`src/rtl/t48_xbus_port_pkg.sv`:
```
// Shared types and constants for the T48 external data-bus port.
package t48_xbus_pack;

    // Bus cycle phases.
    typedef enum logic [1:0] {
        IDLE   = 2'd0,
        ADDR   = 2'd1,
        STROBE = 2'd2,
        HOLD   = 2'd3
    } xbus_state_t;

    // Pad direction: 0 releases the bus, 1 drives db_o onto the pads.
    localparam logic DIR_IN  = 1'b0;
    localparam logic DIR_OUT = 1'b1;

    // Active-low strobe levels.
    localparam logic STB_ACT  = 1'b0;
    localparam logic STB_IDLE = 1'b1;

endpackage

```
`src/rtl/t48_xbus_port_cnt.sv`:
```
// Loadable down-counter with zero flag; stops at zero.
module t48_xbus_cnt #(
    parameter int unsigned CW = 3
) (
    input  logic          clk_i,
    input  logic          res_i,
    input  logic          en_i,
    input  logic          load_i,
    input  logic          dec_i,
    input  logic [CW-1:0] load_val_i,
    output logic          zero_o
);

    logic [CW-1:0] cnt_q;

    // Count register: load has priority over decrement; both gated by the tick enable.
    always_ff @(posedge clk_i or negedge res_i) begin
        if (!res_i) begin
            cnt_q <= '0;
        end else if (en_i) begin
            if (load_i) begin
                cnt_q <= load_val_i;
            end else if (dec_i && (cnt_q != '0)) begin
                cnt_q <= cnt_q - 1'b1;
            end
        end
    end

    assign zero_o = (cnt_q == '0);

endmodule

```
`src/rtl/t48_xbus_port.sv`:
```
// Sequenced external data-bus cycle engine: ALE address phase, RD/WR strobe
// phase with wait states, one-tick hold, and bus direction control.
module t48_xbus_port
    import t48_xbus_pack::*;
#(
    parameter int unsigned DW           = 8,
    parameter int unsigned STROBE_TICKS = 1,
    parameter int unsigned WW           = 2
) (
    input  logic          clk_i,
    input  logic          res_i,
    input  logic          en_clk_i,
    input  logic          req_i,
    input  logic          we_i,
    input  logic [DW-1:0] addr_i,
    input  logic [DW-1:0] data_i,
    input  logic [WW-1:0] wait_i,
    input  logic          float_i,
    input  logic [DW-1:0] db_i,
    output logic [DW-1:0] db_o,
    output logic          db_dir_o,
    output logic          ale_o,
    output logic          rd_n_o,
    output logic          wr_n_o,
    output logic [DW-1:0] data_o,
    output logic          busy_o,
    output logic          done_o
);

    localparam int unsigned CW = $clog2(STROBE_TICKS + (2 ** WW));

    xbus_state_t   state_q, state_d;
    logic          ale_q, ale_d;
    logic          rd_n_q, rd_n_d;
    logic          wr_n_q, wr_n_d;
    logic          dir_q, dir_d;
    logic [DW-1:0] db_q, db_d;
    logic          we_q, we_d;
    logic [DW-1:0] wdata_q, wdata_d;
    logic [DW-1:0] rdata_q;
    logic          done_q;

    logic          cnt_load;
    logic          cnt_dec;
    logic          cnt_zero;
    logic          sample;
    logic [CW-1:0] cnt_load_val;

    // Strobe length minus one; the counter is loaded directly from wait_i on the
    // accepting edge, so wait_i needs no separate holding register.
    assign cnt_load_val = CW'(STROBE_TICKS - 1) + CW'(wait_i);

    t48_xbus_cnt #(
        .CW (CW)
    ) u_cnt (
        .clk_i      (clk_i),
        .res_i      (res_i),
        .en_i       (en_clk_i),
        .load_i     (cnt_load),
        .dec_i      (cnt_dec),
        .load_val_i (cnt_load_val),
        .zero_o     (cnt_zero)
    );

    // Next-state and next-output decode; outputs are registered from these.
    always_comb begin
        state_d  = state_q;
        ale_d    = ale_q;
        rd_n_d   = rd_n_q;
        wr_n_d   = wr_n_q;
        dir_d    = dir_q;
        db_d     = db_q;
        we_d     = we_q;
        wdata_d  = wdata_q;
        cnt_load = 1'b0;
        cnt_dec  = 1'b0;
        sample   = 1'b0;
        unique case (state_q)
            IDLE: begin
                if (req_i) begin
                    state_d  = ADDR;
                    we_d     = we_i;
                    wdata_d  = data_i;
                    cnt_load = 1'b1;
                    ale_d    = 1'b1;
                    db_d     = addr_i;
                    dir_d    = DIR_OUT;
                end
            end
            ADDR: begin
                state_d = STROBE;
                ale_d   = 1'b0;
                if (we_q) begin
                    db_d   = wdata_q;
                    dir_d  = DIR_OUT;
                    wr_n_d = STB_ACT;
                end else begin
                    dir_d  = DIR_IN;
                    rd_n_d = STB_ACT;
                end
            end
            STROBE: begin
                cnt_dec = 1'b1;
                if (cnt_zero) begin
                    state_d = HOLD;
                    rd_n_d  = STB_IDLE;
                    wr_n_d  = STB_IDLE;
                    sample  = ~we_q;
                end
            end
            HOLD: begin
                state_d = IDLE;
            end
            default: begin
                state_d = IDLE;
            end
        endcase
    end

    // State, output and latched-request registers; frozen when en_clk_i is low.
    always_ff @(posedge clk_i or negedge res_i) begin
        if (!res_i) begin
            state_q <= IDLE;
            ale_q   <= 1'b0;
            rd_n_q  <= STB_IDLE;
            wr_n_q  <= STB_IDLE;
            dir_q   <= DIR_IN;
            db_q    <= '0;
            we_q    <= 1'b0;
            wdata_q <= '0;
            rdata_q <= '0;
        end else if (en_clk_i) begin
            state_q <= state_d;
            ale_q   <= ale_d;
            rd_n_q  <= rd_n_d;
            wr_n_q  <= wr_n_d;
            dir_q   <= dir_d;
            db_q    <= db_d;
            we_q    <= we_d;
            wdata_q <= wdata_d;
            if (sample) begin
                rdata_q <= db_i;
            end
        end
    end

    // Completion pulse: updates every clock so it is one clk_i wide whatever en_clk_i does next.
    always_ff @(posedge clk_i or negedge res_i) begin
        if (!res_i) begin
            done_q <= 1'b0;
        end else begin
            done_q <= en_clk_i && (state_q == HOLD);
        end
    end

    assign db_o     = db_q;
    assign db_dir_o = ((state_q == IDLE) && float_i) ? DIR_IN : dir_q;
    assign ale_o    = ale_q;
    assign rd_n_o   = rd_n_q;
    assign wr_n_o   = wr_n_q;
    assign data_o   = rdata_q;
    assign busy_o   = (state_q != IDLE);
    assign done_o   = done_q;

endmodule

```
`config.mk`:
```
export PLATFORM = sky130hd
export DESIGN_NAME = t48_xbus_port
export DESIGN_NICKNAME = d
export VERILOG_FILES = /design/src/rtl/t48_xbus_port_pkg.sv /design/src/rtl/t48_xbus_port_cnt.sv /design/src/rtl/t48_xbus_port.sv
export SDC_FILE = /design/constraint.sdc
export NUM_CORES = 1
export LEC_CHECK = 0
export CORE_UTILIZATION = 50
export CTS_CLUSTER_DIAMETER = 50
export DETAILED_ROUTE_END_ITERATION = 12
export PLACE_DENSITY = 0.95
export REMOVE_ABC_BUFFERS = 1
export SLEW_MARGIN = 0
export SYNTH_ARGS = -nofsm -noshare
export SYNTH_HDL_FRONTEND = slang
export SYNTH_SLANG_ARGS = --single-unit
export TNS_END_PERCENT = 20
```
`constraint.sdc`:
```
create_clock -name clk_i -period 3.2 [get_ports clk_i]
set_input_delay 0.64 -clock clk_i [delete_from_list [all_inputs] [get_ports clk_i]]
set_output_delay 0.64 -clock clk_i [all_outputs]
set_load 0.1 [all_outputs]
```
==> results of run 1 <==
==> worst min path at each step <==
stage / startpoint / end / slack (ns) / cells after the start
CTS: data_o[4] / data_o[4] / 0.53 / 1
detailed placement: db_o[3] / db_o[3] / 0.50 / 1
global placement: u_cnt.cnt_q[2] / u_cnt.cnt_q[2] / 0.46 / 1
global route: data_o[4] / data_o[4] / 0.55 / 1
floorplan: res_i / ale_o / 0.34 / 0
finish: data_o[4] / data_o[4] / 0.52 / 1
==> per-stage QoR <==
step                      area [um^2]  worst slack, ns  setup TNS (ns)
after global placement           2242           0.7768               0
final                            2303           0.8289               0
after global routing             2303           0.7425               0
after detailed placement         2242           0.6949               0
after floorplan                  1702          -0.3518         -0.3518
after CTS                        2303           0.8343               0
==> Yosys cell counts, types with 2 or more instances <==
cell type	n	area, um^2
a31oi_1	2	12.51
nand2b_2	2	17.52
buf_6	3	33.78
mux2_4	15	225.2
dfstp_2	2	52.55
ha_1	6	75.07
mux2_2	19	214.0
dfrtp_1	33	825.8
nand2b_1	2	12.51
a21oi_1	4	20.02
mux2i_1	2	20.02
inv_1	6	22.52
==> kinds of logic after synthesis <==
family | count (synthesis) | share of synthesized area [%]
buffers and inverters | 11 | 3.937
muxes | 36 | 26.27
adders and majority gates | 6 | 4.295
and+or+nand+nor | 16 | 7.802
AOI/OAI and AO/OA | 16 | 7.445
DFF | 35 | 50.25
==> layer usage <==
metal	part of all wire, %	GRT usage (%)	wire, um	vias up
li1	-	-	-	541
met1	40	27.10	1455	566
met2	54	36.96	1952	37
met3	5.6	7.983	205	3
met4	0.82	5.844	30	0
met5	0	0	0	-
==> worst register-to-register path, cell delays in order, from the launching register on <==
cell and delay, ns:
dfrtp_1 0.43, inv_1 0.09, ha_1 0.67, nand2b_2 0.18, o2111ai_4 0.18, mux2_2 0.39
==> final cells by class <==
| cell class | count | area share (%) |
|---|---|---|
| inverters | 6 | 0.9777 |
| clock buffers | 5 | 1.630 |
| clock inverters | 3 | 1.032 |
| well taps | 46 | 2.499 |
| repair buffers | 54 | 20.97 |
| multi-input cells | 74 | 34.76 |
| flip-flops and latches | 35 | 38.13 |
==> state kept, by name (all words and copies together), names as in the netlist <==
register and count:
we_q 1, wdata_q 8, db_o 8, dir_q 1, state_q 2, done_o 1, wr_n_o 1, u_cnt.cnt_q 3
ale_o 1, rd_n_o 1, data_o 8
==> cell usage in the layout, fill, tap and decap left out, types with 2 or more instances in the layout <==
| master | synthesis | final |
|---|---|---|
| a21oi_1 | 4 | 4 |
| mux2_4 | 15 | 15 |
| dfstp_2 | 2 | 2 |
| mux2i_1 | 2 | 2 |
| buf_4 | 1 | 23 |
| clkinvlp_4 | 0 | 2 |
| a31oi_1 | 2 | 2 |
| clkbuf_4 | 0 | 5 |
| dfrtp_1 | 33 | 33 |
| ha_1 | 6 | 6 |
| nand2b_1 | 2 | 2 |
| mux2_2 | 19 | 19 |
| nand2b_2 | 2 | 2 |
| clkdlybuf4s50_1 | 0 | 31 |
| inv_1 | 6 | 6 |
==> results.cfg, run 1 <==
[setup_path]
start_kind = register
cp.depth = 4
required_ns = 2.56
cp.arrival_ns = 1.73
crit_slowest_cell = dfrtp_1
r2r_setup_slack_ns = 1.16
path_cells = inv_1 -> ha_1 -> a21boi_0 -> buf_4
worstSetupStartpoint = state_q[0]
critPathMaxFanout = 8
worst_setup_path_endpoint = db_dir_o
cp_slowest_stage_delay_ns = 0.41
crit_type = reg2out
crit_family = buffers and inverters
critPathBufInv = 2
reg2regPathDepth = 5
r2r-start = state_q[1]
r2r_end = db_o[7]
end_kind = output port

[cts]
cts-root-buf = clkbuf_4
holdBufCountCts = 0
cts_buffers = 5
postCtsResizedCells = 0
cts_tree = built
cts_max_path_buffers = 2
clk_pin_slew_worst_paths_ns = 0.12
cts.sinks = 35
clock_latency_ns = 0.36
htreeDepth = 2
postCtsSetupBuffers = 0

[global_routing]
grt_pass1_vias = 1211
grt_usage_pct = 22.07
grt-ovfl-total = 0
grt_max_degree = 36
antenna_found_initial = 0
grt_pass1_wl_um = 5768

[route]
drt_wl_total_um = 3644
first_pass_iters = 4
wl_per_cell_um = 16.34
via_per_inst = 5.143
ant_nets = 0
drc = 0
vias = 1147
dr.first_iter.drc_count = 30

[sta]
slew_headroom_pct = 47.11
fin_crit_ns = 2.371
rsz0062_at_grt = false
drv_slew = 0
worst_pin_slew_ns = 0.7934
skew_ns = 0.01488
finalSetupViolCount = 0
min_period_over_period_pct = 74.10
fmax_ghz = 0.4217
finalHoldViolCount = 0
holdWs_ns = 0.5196

[die]
die_area_um2 = 3736
start_util_pct = 52.38
num_io_pins = 54
core_area_um2 = 3337
die_x_um = 61.13
fp.dieH_um = 61.13
rows = 21

[outcome]
status = finished clean

[yosys]
syn_inst = 120
synthDistinctLibCells = 36
synth_ff_type = dfrtp_1
synthArstFlopShare_pct = 100.0
ys_ff_latch = 35
ys_seq_area_share_pct = 50.25
syn-cell-area_um2 = 1748
yosysWarnings = 0
synth-edff-count = 0
avgSynthCellArea_um2 = 14.57

[placement]
dp_cells = 215
portBuffers = 53
hpwl_um = 2760
place.gp.congestion = 0.7429

[layout]
area_delta_synth_final_pct = 31.78
multi_input_comb_area_um2 = 800.8
utilization_pct = 69.03
layout-drive-gt1-share_pct = 41.81
fill_cells = 238
fin_cells = 223
nets = 214
antenna_cells = 0
seqCellArea_um2 = 878.3

[worst_hold_path]
worstHoldPathType = reg2reg

[job]
max_cap_viol_count = 0
Power of run 1 is left out: the tool's default activity adds up to more than one toggle a clock period on the data nets, which glitch-free logic cannot reach.
==> inputs of run 2 (changes only) <==
Settings changed: CORE_UTILIZATION 50 to 46, PLACE_DENSITY 0.95 to 0.89.
Clock period 3.2 ns to 2.45 ns, I/O delays scaled along.
==> results.cfg, run 2 (synthesis results as in run 1) <==
[outcome]
status = finished clean

[die]
core_area_um2 = 3661
start_util_pct = 47.74
num_io_pins = 54
rows = 22
die_area_um2 = 4050
die_x_um = 63.64
fp.dieH_um = 63.64

[cts]
cts_max_path_buffers = 2
holdBufCountCts = 0
cts-root-buf = clkbuf_8
clk_pin_slew_worst_paths_ns = 0.07
cts_tree = built
cts_buffers = 5
cts.sinks = 35
postCtsResizedCells = 0
htreeDepth = 2
postCtsSetupBuffers = 0
clock_latency_ns = 0.29

[global_routing]
antenna_found_initial = 0
grt_pass1_vias = 1280
grt-ovfl-total = 0
grt_max_degree = 36
grt_usage_pct = 19.33
grt_pass1_wl_um = 6016

[layout]
layout-drive-gt1-share_pct = 42.46
fill_cells = 263
final_common_cell = dfrtp_1
fin_area_um2 = 2397
mostFrequentLayoutCells = dfrtp_1 (33), clkdlybuf4s50_1 (31), buf_4 (23), mux2_2 (19), mux2_4 (15)
nets = 216
area_delta_synth_final_pct = 37.15
antenna_cells = 0

[setup_path]
cp.arrival_ns = 1.75
end_kind = output port
required_ns = 1.96
cp_slowest_stage_delay_ns = 0.41
crit_type = reg2out
critPathMaxFanout = 8
path_cells = inv_1 -> ha_1 -> a21boi_0 -> buf_12
start_kind = register
crit_slowest_cell = a21boi_0

[sta]
fin_crit_ns = 2.241
skew_ns = 0.005594
fmax_ghz = 0.4462
min_period_over_period_pct = 91.47
rsz0062_at_grt = false
drv_slew = 0
finalSetupViolCount = 0
finalHoldViolCount = 0
slew_headroom_pct = 71.14
worst_pin_slew_ns = 0.4291

[job]
max_cap_viol_count = 0

[route]
drt_wl_total_um = 3502
dr.first_iter.drc_count = 18
ant_nets = 0
drc = 0
wl_per_cell_um = 15.43
via_per_inst = 5.066
first_pass_iters = 4
vias = 1150

[placement]
placed_cell_area_um2 = 2285
portBuffers = 53
place.gp.congestion = 0.7129
hpwl_um = 2605

[worst_hold_path]
worstHoldPathType = reg2reg
## run 2: changes by cell type in the layout (fill, tap and decap cells not counted), sizes merged
cell      previous run  this run
clkinv               0         2
buf                 23        25
inv                  7         6
clkinvlp             2         0
bufinv               0         1
## run 2: area by class of cell
cell class | instances | area (um^2) | share of cell area (%)
Tap cell | 48 | 60.06 | 2.505
Inverter | 6 | 22.52 | 0.9395
Multi-Input combinational cell | 74 | 800.8 | 33.40
Timing Repair Buffer | 56 | 523.0 | 21.82
Clock buffer | 5 | 68.82 | 2.871
Sequential cell | 35 | 878.3 | 36.64
Clock inverter | 3 | 43.79 | 1.827
## run 2: worst max-delay path, delay by kind of cell (launching register included)
kind	cells	cell delay (ns)
AO/OA/AOI/OAI	1	0.41
adder cells (fa/ha/maj)	1	0.32
buffers and inverters	2	0.33
flip-flops	1	0.39
## run 2: final timing paths
path,depth (start not counted),startpoint,endpoint,slack [ns]
setup / recovery,4,state_q[0],db_dir_o,0.21
hold / removal,1,u_cnt.cnt_q[2],u_cnt.cnt_q[2],0.49
setup reg to reg,5,state_q[1],db_o[6],0.58
hold reg to reg,1,u_cnt.cnt_q[2],u_cnt.cnt_q[2],0.49
max in group asynchronous,2,res_i,wr_n_o,1.49
min in group asynchronous,2,res_i,db_o[0],0.61
## run 2: stage by stage
stage / worst slack, ns / setup TNS, ns / hold WS, ns / instances / util (%)
4_1_cts: 0.2063 / 0 / 0.5002 / 227 / 65.48
5_1_grt: 0.09805 / 0 / 0.5070 / 227 / 65.48
3_5_place_dp: 0.3320 / 0 / 0.4838 / 219 / 62.41
6_report: 0.2089 / 0 / 0.4935 / 227 / 65.48
3_3_place_gp: 0.4414 / 0 / 0.4603 / 219 / 62.41
2_1_floorplan: -0.9517 / -0.9517 / 0.1944 / 115 / -
## run 2: per-layer routing
| layer | vias up | global-route usage [%] | share of wire (%) |
|---|---|---|---|
| met5 | - | 0 | 0 |
| met4 | 0 | 6.534 | 0 |
| met2 | 48 | 33.64 | 51 |
| li1 | 547 | - | - |
| met1 | 555 | 23.45 | 44 |
| met3 | 0 | 4.167 | 5.2 |
Power of run 2 is left out for the same reason.
==> inputs of run 3 (changes only) <==
Settings changed: CORE_ASPECT_RATIO set to 0.5, SKIP_LAST_GASP set to 1.
==> results.cfg, run 3 (synthesis results as in run 1) <==
[global_routing]
grt_max_degree = 36
antenna_found_initial = 0
grt_pass1_vias = 1153
grt_pass1_wl_um = 5250
grt_usage_pct = 18.04
grt-ovfl-total = 0

[cts]
clock_latency_ns = 0.28
htreeDepth = 2
cts-root-buf = clkbuf_8
holdBufCountCts = 0
clk_pin_slew_worst_paths_ns = 0.07
cts_buffers = 5
cts_tree = built
cts.sinks = 35
cts_max_path_buffers = 2
postCtsSetupBuffers = 0
postCtsResizedCells = 0

[setup_path]
critPathMaxFanout = 8
start_kind = register
r2r-start = state_q[1]
required_ns = 1.96
end_kind = output port
crit_type = reg2out
r2r_end = db_o[6]
reg2regPathDepth = 6
cp.arrival_ns = 1.65
r2r_setup_slack_ns = 0.56

[route]
wl_per_cell_um = 14.31
via_per_inst = 4.879
vias = 1127
drt_wl_total_um = 3305
dr.first_iter.drc_count = 39
ant_nets = 0
drc = 0
first_pass_iters = 4

[outcome]
status = finished clean

[die]
core_area_um2 = 3528
num_io_pins = 54
fp.dieH_um = 45.59
rows = 15
die_x_um = 89.18
die_area_um2 = 4065
start_util_pct = 49.54

[layout]
nets = 217
final_common_cell = dfrtp_1
fin_cells = 231
area_delta_synth_final_pct = 36.01
mostFrequentLayoutCells = dfrtp_1 (33), clkdlybuf4s50_1 (31), buf_4 (24), mux2_2 (19), mux2_4 (15)
layout-drive-gt1-share_pct = 41.67
antenna_cells = 0

[worst_hold_path]
hold_path.startpoint = u_cnt.cnt_q[2]
whs_path_depth = 1
min_to = u_cnt.cnt_q[2]
worstHoldPathType = reg2reg

[placement]
hpwl_um = 2516
portBuffers = 53
post-place-ws_ns = 0.3806
dp_cells = 223
place.gp.congestion = 0.7690

[sta]
slew_headroom_pct = 70.79
finalSetupViolCount = 0
min_period_over_period_pct = 87.45
rsz0062_at_grt = false
finalHoldViolCount = 0
setup_slack_ns = 0.3075
worst_pin_slew_ns = 0.4382
skew_ns = 0.004845
fin_crit_ns = 2.142
fmax_ghz = 0.4668
drv_slew = 0

[job]
max_cap_viol_count = 0
[run 3: stage by stage]
stage	util (%)	hold WS (ns)	area (um^2)	setup TNS, ns
6_report	67.38	0.4788	2377	0
5_1_grt	67.38	0.4921	2377	0
4_1_cts	67.38	0.4844	2377	0
3_5_place_dp	65.07	0.4707	2296	0
3_3_place_gp	65.07	0.4608	2296	0
2_1_floorplan	-	0.1944	1702	-0.9517
[run 3: worst max path at each step]
stage | to | startpoint | slack, ns
after floorplan | db_dir_o | state_q[0] | -0.95
after global placement | data_o[3] | en_clk_i | 0.42
after detailed placement | data_o[1] | en_clk_i | 0.38
after CTS | db_dir_o | state_q[0] | 0.29
after global routing | db_dir_o | state_q[0] | 0.20
final | db_dir_o | state_q[1] | 0.31
[run 3: area by class of cell]
type	count	area (um^2)
multi-input combinational	74	800.8
fill	263	1151
inverter	6	22.52
timing repair buffer	57	530.5
clock inverter	1	5.005
clock buffer	7	76.32
sequential	35	878.3
tap	51	63.81
[run 3: layer usage]
| layer | GRT usage (%) | vias to the layer above | wire length (um) |
|---|---|---|---|
| met1 | 21.99 | 545 | 1457 |
| met3 | 7.065 | 6 | 128 |
| met2 | 30.08 | 28 | 1668 |
| met4 | 5.714 | 0 | 51 |
| li1 | - | 548 | - |
| met5 | 0 | - | 0 |
[run 3: critical path, cell delays in order, from the launching register on]
cell	delay, ns
dfrtp_1	0.41
inv_1	0.08
ha_1	0.31
a21boi_0	0.35
buf_12	0.22
Power of run 3 is left out for the same reason.
